File: config.mk
export PLATFORM = sky130hd
export DESIGN_NAME = rs_syndrome_16_8
export DESIGN_NICKNAME = d
export VERILOG_FILES = /design/src/rtl/rs_syndrome_16_8.sv
export SDC_FILE = /design/constraint.sdc
export NUM_CORES = 1
export LEC_CHECK = 0
export ABC_AREA = 1
export ABC_CLOCK_PERIOD_IN_PS = 2350
export CAP_MARGIN = 20
export CELL_PAD_IN_SITES_DETAIL_PLACEMENT = 1
export CELL_PAD_IN_SITES_GLOBAL_PLACEMENT = 1
export CORE_AREA = 2 2 130 157
export DETAILED_ROUTE_END_ITERATION = 12
export DIE_AREA = 0 0 132 159
export GPL_TIMING_DRIVEN = 0
export PLACE_DENSITY_LB_ADDON = 0.1
export SLEW_MARGIN = 30
export SYNTH_ARGS = -nofsm -noshare
export SYNTH_HDL_FRONTEND = slang
export SYNTH_SLANG_ARGS = --single-unit
File: constraint.sdc
create_clock -name clk -period 2.35 [get_ports clk]
set_input_delay 0.5875 -clock clk [delete_from_list [all_inputs] [get_ports clk]]
set_output_delay 0.5875 -clock clk [all_outputs]
set_load 0.01 [all_outputs]
File: src/rtl/rs_syndrome_16_8.sv
// RS(16,8) syndrome calculator: Horner evaluation of the received word at
// a^1..a^8 over GF(2^8)/0x11d, one symbol per accepted beat.
// Ports: clk, rst_n (sync, active-low); din_val/din_sop/din symbol stream
// (first accepted symbol is the x^15 coefficient); syn_val 1-cycle strobe,
// syn[8i-1:8i-8]=S_i, syn_nz error flag; frm_err abort/orphan strobe.
// Optional: define RS_SYN_FRAME_CHK_EN to build truncated-frame and
// orphan-symbol detection on frm_err (otherwise frm_err is tied low).
module rs_syndrome_16_8 #(
   parameter int N_NUM = 16,
   parameter int R_NUM = 8
) (
   input  logic               clk,
   input  logic               rst_n,
   input  logic               din_val,
   input  logic               din_sop,
   input  logic [7:0]         din,
   output logic               syn_val,
   output logic [8*R_NUM-1:0] syn,
   output logic               syn_nz,
   output logic               frm_err
);

   localparam int CW = $clog2(N_NUM);
   localparam logic [CW-1:0] LAST = CW'(N_NUM - 1);

   // multiply by a^p: p repeated xtime steps (p is a constant per use)
   function automatic logic [7:0] mul_pow(input logic [7:0] a,
                                          input int p);
      logic [7:0] r;
      r = a;
      for (int k = 0; k < p; k++)
         r = {r[6:0], 1'b0} ^ (r[7] ? 8'h1d : 8'h00);
      return r;
   endfunction

   logic [CW-1:0]           sym_cnt_q, sym_cnt_d;
   logic [R_NUM-1:0][7:0]   acc_q, acc_d, horner;
   logic [8*R_NUM-1:0]      syn_q, syn_d;
   logic                    syn_nz_q, syn_nz_d;
   logic                    syn_val_q, syn_val_d;
   logic                    busy, start, step, fin;

   assign busy  = (sym_cnt_q != '0);
   assign start = din_val & din_sop;
   assign step  = din_val & ~din_sop & busy & (sym_cnt_q != LAST);
   assign fin   = din_val & ~din_sop & (sym_cnt_q == LAST);

   always_comb begin
      horner = '0;
      for (int i = 0; i < R_NUM; i++)
         horner[i] = mul_pow(acc_q[i], i + 1) ^ din;
   end

   always_comb begin
      acc_d     = acc_q;
      sym_cnt_d = sym_cnt_q;
      syn_d     = syn_q;
      syn_nz_d  = syn_nz_q;
      syn_val_d = 1'b0;
      if (start) begin
         // sop reloads every accumulator, discarding any partial frame
         for (int i = 0; i < R_NUM; i++)
            acc_d[i] = din;
         sym_cnt_d = CW'(1);
      end else if (step) begin
         acc_d     = horner;
         sym_cnt_d = sym_cnt_q + CW'(1);
      end else if (fin) begin
         syn_d     = horner;
         syn_nz_d  = |horner;
         syn_val_d = 1'b1;
         sym_cnt_d = '0;
      end
   end

   always_ff @(posedge clk) begin
      if (!rst_n) begin
         acc_q     <= '0;
         sym_cnt_q <= '0;
         syn_q     <= '0;
         syn_nz_q  <= 1'b0;
         syn_val_q <= 1'b0;
      end else begin
         acc_q     <= acc_d;
         sym_cnt_q <= sym_cnt_d;
         syn_q     <= syn_d;
         syn_nz_q  <= syn_nz_d;
         syn_val_q <= syn_val_d;
      end
   end

   assign syn_val = syn_val_q;
   assign syn     = syn_q;
   assign syn_nz  = syn_nz_q;

`ifdef RS_SYN_FRAME_CHK_EN
   logic frm_err_q, frm_err_d;

   // truncated frame (sop while busy) or orphan symbol (no sop while idle)
   assign frm_err_d = (start & busy) | (din_val & ~din_sop & ~busy);

   always_ff @(posedge clk) begin
      if (!rst_n) frm_err_q <= 1'b0;
      else        frm_err_q <= frm_err_d;
   end

   assign frm_err = frm_err_q;
`else
   assign frm_err = 1'b0;
`endif

endmodule

==> results of run 1 <==
[timing repair]
| item | CTS | global route |
|---|---|---|
| buffers inserted | 4 | 4 |
| pin swaps | 1 | 0 |
| cloned | 0 | 0 |
| endpoints found under the hold margin | 0 | 0 |
| endpoints found under the setup margin | 24 | 11 |
| gates resized for setup | 12 | 23 |
[synthesized netlist by cell type, drive strengths merged]
| cell | instances | area (um2) |
|---|---|---|
| a22oi | 2 | 15.01 |
| o21a | 1 | 7.510 |
| o21ai | 72 | 364.1 |
| xnor2 | 37 | 324.1 |
| a221oi | 10 | 131.4 |
| and3 | 1 | 6.260 |
| nand4 | 2 | 12.51 |
| nand3b | 3 | 22.52 |
| nor2 | 93 | 369.1 |
| xor2 | 26 | 235.2 |
| nand2 | 405 | 1533 |
| nand3 | 64 | 325.3 |
| conb | 1 | 3.750 |
| a31oi | 23 | 143.9 |
| dfxtp | 134 | 2683 |
| inv | 133 | 499.2 |
| or2 | 17 | 106.4 |
| clkbuf | 18 | 68.81 |
| o22ai | 4 | 25.02 |
| a21oi | 72 | 360.4 |
| ha | 2 | 25.02 |
| o211ai | 17 | 127.6 |
| buf | 48 | 267.8 |
[kinds of logic after synthesis]
| family | synth area share (%) |
|---|---|
| xor+xnor | 7.305 |
| simple gates | 31.02 |
| compound gates | 15.35 |
| flops | 35.04 |
| fa+ha+maj | 0.3268 |
| other cells | 0.04898 |
| buf+inv | 10.92 |
[final timing paths]
kind	to	cells after the start
setup / recovery	acc_q[14]$_SDFFE_PN0P_	5
hold / removal	acc_q[25]$_SDFFE_PN0P_	2
setup reg to reg	syn[49]$_SDFFE_PN0P_	8
hold reg to reg	acc_q[25]$_SDFFE_PN0P_	2
[registers in the layout, summed over array words and instances, names as in the netlist]
name / count
acc_q: 64
syn: 64
sym_cnt_q: 4
syn_nz: 1
syn_val: 1
[cell type report]
cell class                      count  area (um2)
Fill cell                        2625        9942
Multi-Input combinational cell    852        4215
Sequential cell                   134        2683
Timing Repair Buffer               80       788.3
Inverter                          133       506.7
Clock buffer                       20       456.7
Buffer                             65       362.8
Tap cell                          261       326.6
Clock inverter                     12       127.6
[power by group]
group          switching [mW]  internal (mW)  total [mW]
registers              0.0700           2.35        2.42
clock network            1.10           1.61        2.71
logic                   0.970          0.418        1.39
[placed cells by master (no fill, tap or decap), types with 21 or more instances in the layout]
master and instances:
xnor2_1 35, a21oi_1 71, nand3_1 62, inv_1 110, nor2_1 84, dfxtp_1 134
o21ai_0 61, inv_2 21, a31oi_1 23, buf_2 30, nand2_1 399, xor2_1 24
clkdlybuf4s50_1 69
[worst register-to-register path, stage by stage, from the launching register on]
cell and delay (ps):
dfxtp_1 390, ha_1 210, and3_1 250, nand2_2 270
inv_2 180, buf_4 240, buf_2 360, o211ai_1 140
inv_1 80
[metal layers]
layer  share of wire, %  routed length, um
met1                 42              13370
met2                 47              14870
met3                6.4               2043
met4                4.7               1496
met5                  0                  0
==> metrics, run 1 <==
status=complete, no violations; port bufs=72; Tot GR Track Use=30.54%; met1 Usage GRT=37.17%; clock skew=9.067 ps; LEAKAGE=4.504 nW; Final min period=2344 ps; r2r startpoint=sym_cnt_q[0]$_SDFFE_PN0P_; Critical Path RT=2690 ps; DR pass1 iterations=6; GR Util met3=6.049%; # DRC=0; post-DR vias/cell=5.322; Post-CTS Hold Fix Bufs=0; total wire length=31780 um; Clk pin slew, worst setup/hold paths=60 ps; sequential area share after synthesis=35.04%; cell count after synthesis=1185; Die W=132 um; final core occ=48.78%; placed cell count=1518; PnR worst setup slack=5.513 ps; min-delay src=acc_q[25]$_SDFFE_PN0P_; internal reg-to-reg setup slack=170 ps; layout cell share with drive strength beyond 1=11.50%; Initial Util=39.45%; core box area=19410 um2; max cap viols=0; Vias=8287; met2 global-route usage=51.25%; WHS=488.0 ps; largest stage delay on the critical path=750 ps; non-filler instance count after layout=1557; H-tree depth=4; post-synthesis cell area=7656 um2; finished layout cell area=9467 um2; largest net degree at the start of global routing=17; first-pass GRT wire length=48650 um; Rel. slew slack=40.56%; Top cell by count, worst path=nor2_1; DIE AREA=20990 um2; Crit. End Element=register; worst slew pin tran=891.6 ps; antenna violations before repair=1; Rows=56; Hold Crit Class=reg2reg; maximum VDD drop=0.5585 mV; area growth from synthesis to final layout=23.65%; fin crit share=99.77%; number of synthesized register bits=134; Final Max Slew Viols=0; Post-Place Setup Slack=-825.6 ps; setup TNS=0 ps; PwrDens=688.4 nW/um2; Final Hold Viols=0; nets=1297; synth unique cells=39; CTS tree=done; Ports=79; maximum clock frequency=426.5 MHz; Wirelength per Cell=20.41 um; DR iter-0 viols=516; root buffer selected by CTS=clkbuf_16; cells along the critical path=clkdlybuf4s50_1 > nand2_1 > nor2_1 > nor2_1 > a221oi_2; clk buf depth=2; mean post-synth cell area=6.461 um2; Sink Count=134; # diodes=0; grt peak-use layer=met2; Syn Nets=1199; Critical path origin=din_sop; Design Power=6.516 mW; placed cell area=8706 um2; critical path's slowest cell=nor2_1; CP startpoint kind=input pin; RD Place Congestion=0.9378; die height=159 um; Detail Placement HPWL=23210 um; Top Family by Delay on Critical Path=simple AND/OR/NAND/NOR gates; Routed Antenna Nets=0; vias in the first global route=8395; final setup fails=0; buffers and inverters on the worst path=1; gr ovfl total=0; CTS buffer count=17; yosys warns=0; critical path arrival=2680 ps; CP max FO=7; Clk Latency, worst-skew pair=440 ps; crit path kind=in2reg
Power figures use the tool's default switching activity.
==> run 2: changes to the inputs <==
SLEW_MARGIN = unset   (was 30)
==> run 2 against run 1 <==
Final area is 0.11% lower. Register-to-register slack better by 20 ps. Sequential share of layout area hardly changed. Global-route usage is 0.077 points lower. Clock skew is 1.8 ps higher. Critical path depth is 2 higher. Die area stayed put. Final cell count hardly changed. Worst hold slack better by 5.3 ps. Largest cell class unchanged. Setup slack better by 6.5 ps. Fmax is 0.28% higher.
==> metrics, run 2 (synthesized netlist as in run 1, its figures left out) <==
maximum clock frequency=427.7 MHz (+0.28%); CP max FO=10 (+3); Top cell by count, worst path=a21oi_1; die height=159 um (unchanged); DR pass1 iterations=5 (-1); Worst Hold Depth=2 (unchanged); DR iter-0 viols=602 (+17%); clock network fraction of total power=42.0% (+0.4 points); Final Hold Viols=0 (unchanged); LEAKAGE=4.512 nW (+0.17%); CTS tree=done; Sink Count=134 (unchanged); max cap viols=0 (unchanged); Post-CTS Hold Fix Bufs=0 (unchanged); Tot GR Track Use=30.46% (-0.077 points); Rows=56 (unchanged); largest stage delay on the critical path=500 ps (-250 ps); port bufs=72 (unchanged); r2r startpoint=sym_cnt_q[0]$_SDFFE_PN0P_; Reg2Reg Depth=8 (unchanged); antenna violations before repair=0 (-1); Post-Place Setup Slack=-813.1 ps (+12.53 ps); Hold Crit Class=reg2reg; hold endpoint=acc_q[27]$_SDFFE_PN0P_; Layout fillers=2586 (-1.5%); Crit. End Element=register; sw frac=31.91% (-0.86 points); Rel. slew slack=38.98% (-1.6 points); clock skew=10.84 ps (+1.778 ps); CP startpoint kind=input pin; Power Internal=4.462 mW (+1.9%); Final min period=2338 ps (-6.539 ps); CTS buffer count=17 (unchanged); critical path arrival=2690 ps (about the same); post-DR vias/cell=5.330 (+0.14%); Final Max Slew Viols=0 (unchanged); Ports=79 (unchanged); critical path's slowest cell=nor2_1; combinational power share=21.1% (-0.2 points); Vias=8293 (+0.072%); most common cell after layout, fill and taps aside=nand2_1; worst slew pin tran=915.3 ps (+23.69 ps); nets=1296 (-0.077%); fin crit share=99.49% (-0.28 points); final setup fails=0 (unchanged); Critical Path RT=2700 ps (about the same); internal reg-to-reg setup slack=190 ps (+20 ps); Initial Util=39.45% (unchanged); gr ovfl total=0 (unchanged); largest net degree at the start of global routing=17 (unchanged); PnR worst setup slack=12.05 ps (+6.539 ps); area growth from synthesis to final layout=23.52%; status=complete, no violations; core box area=19410 um2 (unchanged); Die W=132 um (unchanged); DIE AREA=20990 um2 (unchanged); RD Place Congestion=0.9378 (unchanged); cells along the critical path=clkdlybuf4s50_1 > nand2_1 > clkbuf_2 > nor2_1 > buf_6 > a21oi_1 > a21oi_1; min-delay src=acc_q[27]$_SDFFE_PN0P_; Clk pin slew, worst setup/hold paths=60 ps (about the same); root buffer selected by CTS=clkbuf_16; Routed Antenna Nets=0 (unchanged); reg-to-reg endpoint=syn[49]$_SDFFE_PN0P_; switching pwr=2.091 mW (-2.1%); Critical path origin=din_sop; H-tree depth=4 (unchanged); layout cell share with drive strength beyond 1=10.89% (-0.61 points); most frequent cells in the layout=400 x nand2_1, 134 x dfxtp_1, 111 x inv_1; first-pass GRT wire length=48680 um (about the same); RSZ-0062 raised after global routing=yes; Flop pwr share=37.0% (about the same); maximum VDD drop=0.4689 mV (-16%); clk buf depth=2 (unchanged); Wirelength per Cell=20.31 um (-0.52%); Detail Placement HPWL=23320 um (+0.48%); WHS=493.3 ps (+5.293 ps); total wire length=31600 um (-0.58%); # DRC=0 (unchanged); vias in the first global route=8434 (+0.46%); PwrDens=693.0 nW/um2 (+0.68%); # diodes=0 (unchanged); crit path kind=in2reg; Clk Latency, worst-skew pair=440 ps (about the same)
## run 2: cell count changes in the layout (fill, tap and decap cells not counted), moves of 2 or more
cell        change
buf_6           +2
nor2_1          +3
clkinvlp_4      -3
buf_4           -3
clkbuf_2        +2
clkbuf_1        +2
nor2_4          -2
## run 2: timing repair
action / 4_1_cts / 5_1_grt
buffers inserted: 2 / 3
gates resized for setup: 12 / 18
pin swaps: 1 / 0
cloned: 0 / 1
endpoints found under the setup margin: 22 / 13
## run 2: routing by layer
layer | GRT usage [%] | wire length, um
met5 | 0 | 0
met4 | 13.64 | 1378
met3 | 5.062 | 1625
met2 | 51.35 | 14940
met1 | 38.13 | 13650
## run 2: through the flow
| step | power [mW] | setup TNS [ps] | util, % | instance area, um2 | instances |
|---|---|---|---|---|---|
| final | 6.553 | 0 | 48.72 | 9457 | 1556 |
| after global placement | 3.737 | -35860 | 44.84 | 8703 | 1518 |
| after CTS | 6.529 | 0 | 48.21 | 9356 | 1553 |
| after floorplan | 3.343 | 0 | - | 7656 | 1185 |
| after global routing | 6.817 | -30.35 | 48.72 | 9457 | 1556 |
| after detailed placement | 3.771 | -34710 | 44.90 | 8715 | 1519 |
## run 2: worst max-delay path by stage
stage | endpoint | slack, ps | cells after the start
2_1_floorplan | syn_nz$_SDFFE_PN0P_ | 600 | 14
3_3_place_gp | acc_q[13]$_SDFFE_PN0P_ | -930 | 8
6_report | acc_q[61]$_SDFFE_PN0P_ | 10 | 7
4_1_cts | syn_nz$_SDFFE_PN0P_ | 5 | 12
3_5_place_dp | acc_q[3]$_SDFFE_PN0P_ | -810 | 8
5_1_grt | syn_nz$_SDFFE_PN0P_ | -30 | 13
## run 2: worst max-delay path, delay by kind of cell
kind | cells | cell delay, ps
AO/OA/AOI/OAI | 2 | 200
buffers and inverters | 3 | 1100
AND/OR/NAND/NOR | 2 | 790
## run 2: cell type report
type	count	area [um2]	share of cell area, %
tap	261	326.6	3.453
inverter	133	506.7	5.359
sequential	134	2683	28.37
clock buffer	23	457.9	4.843
multi-input combinational	852	4195	44.36
timing repair buffer	79	799.5	8.455
buffer	65	361.6	3.824
clock inverter	9	126.4	1.336
## run 2: power by group through the flow
stage / registers (mW) / clock network, mW / logic (mW)
after floorplan: 2.45 / 0 / 0.897
after global placement: 2.46 / 0 / 1.27
after detailed placement: 2.47 / 0 / 1.30
after CTS: 2.42 / 2.77 / 1.34
after global routing: 2.43 / 2.88 / 1.51
final: 2.42 / 2.75 / 1.38
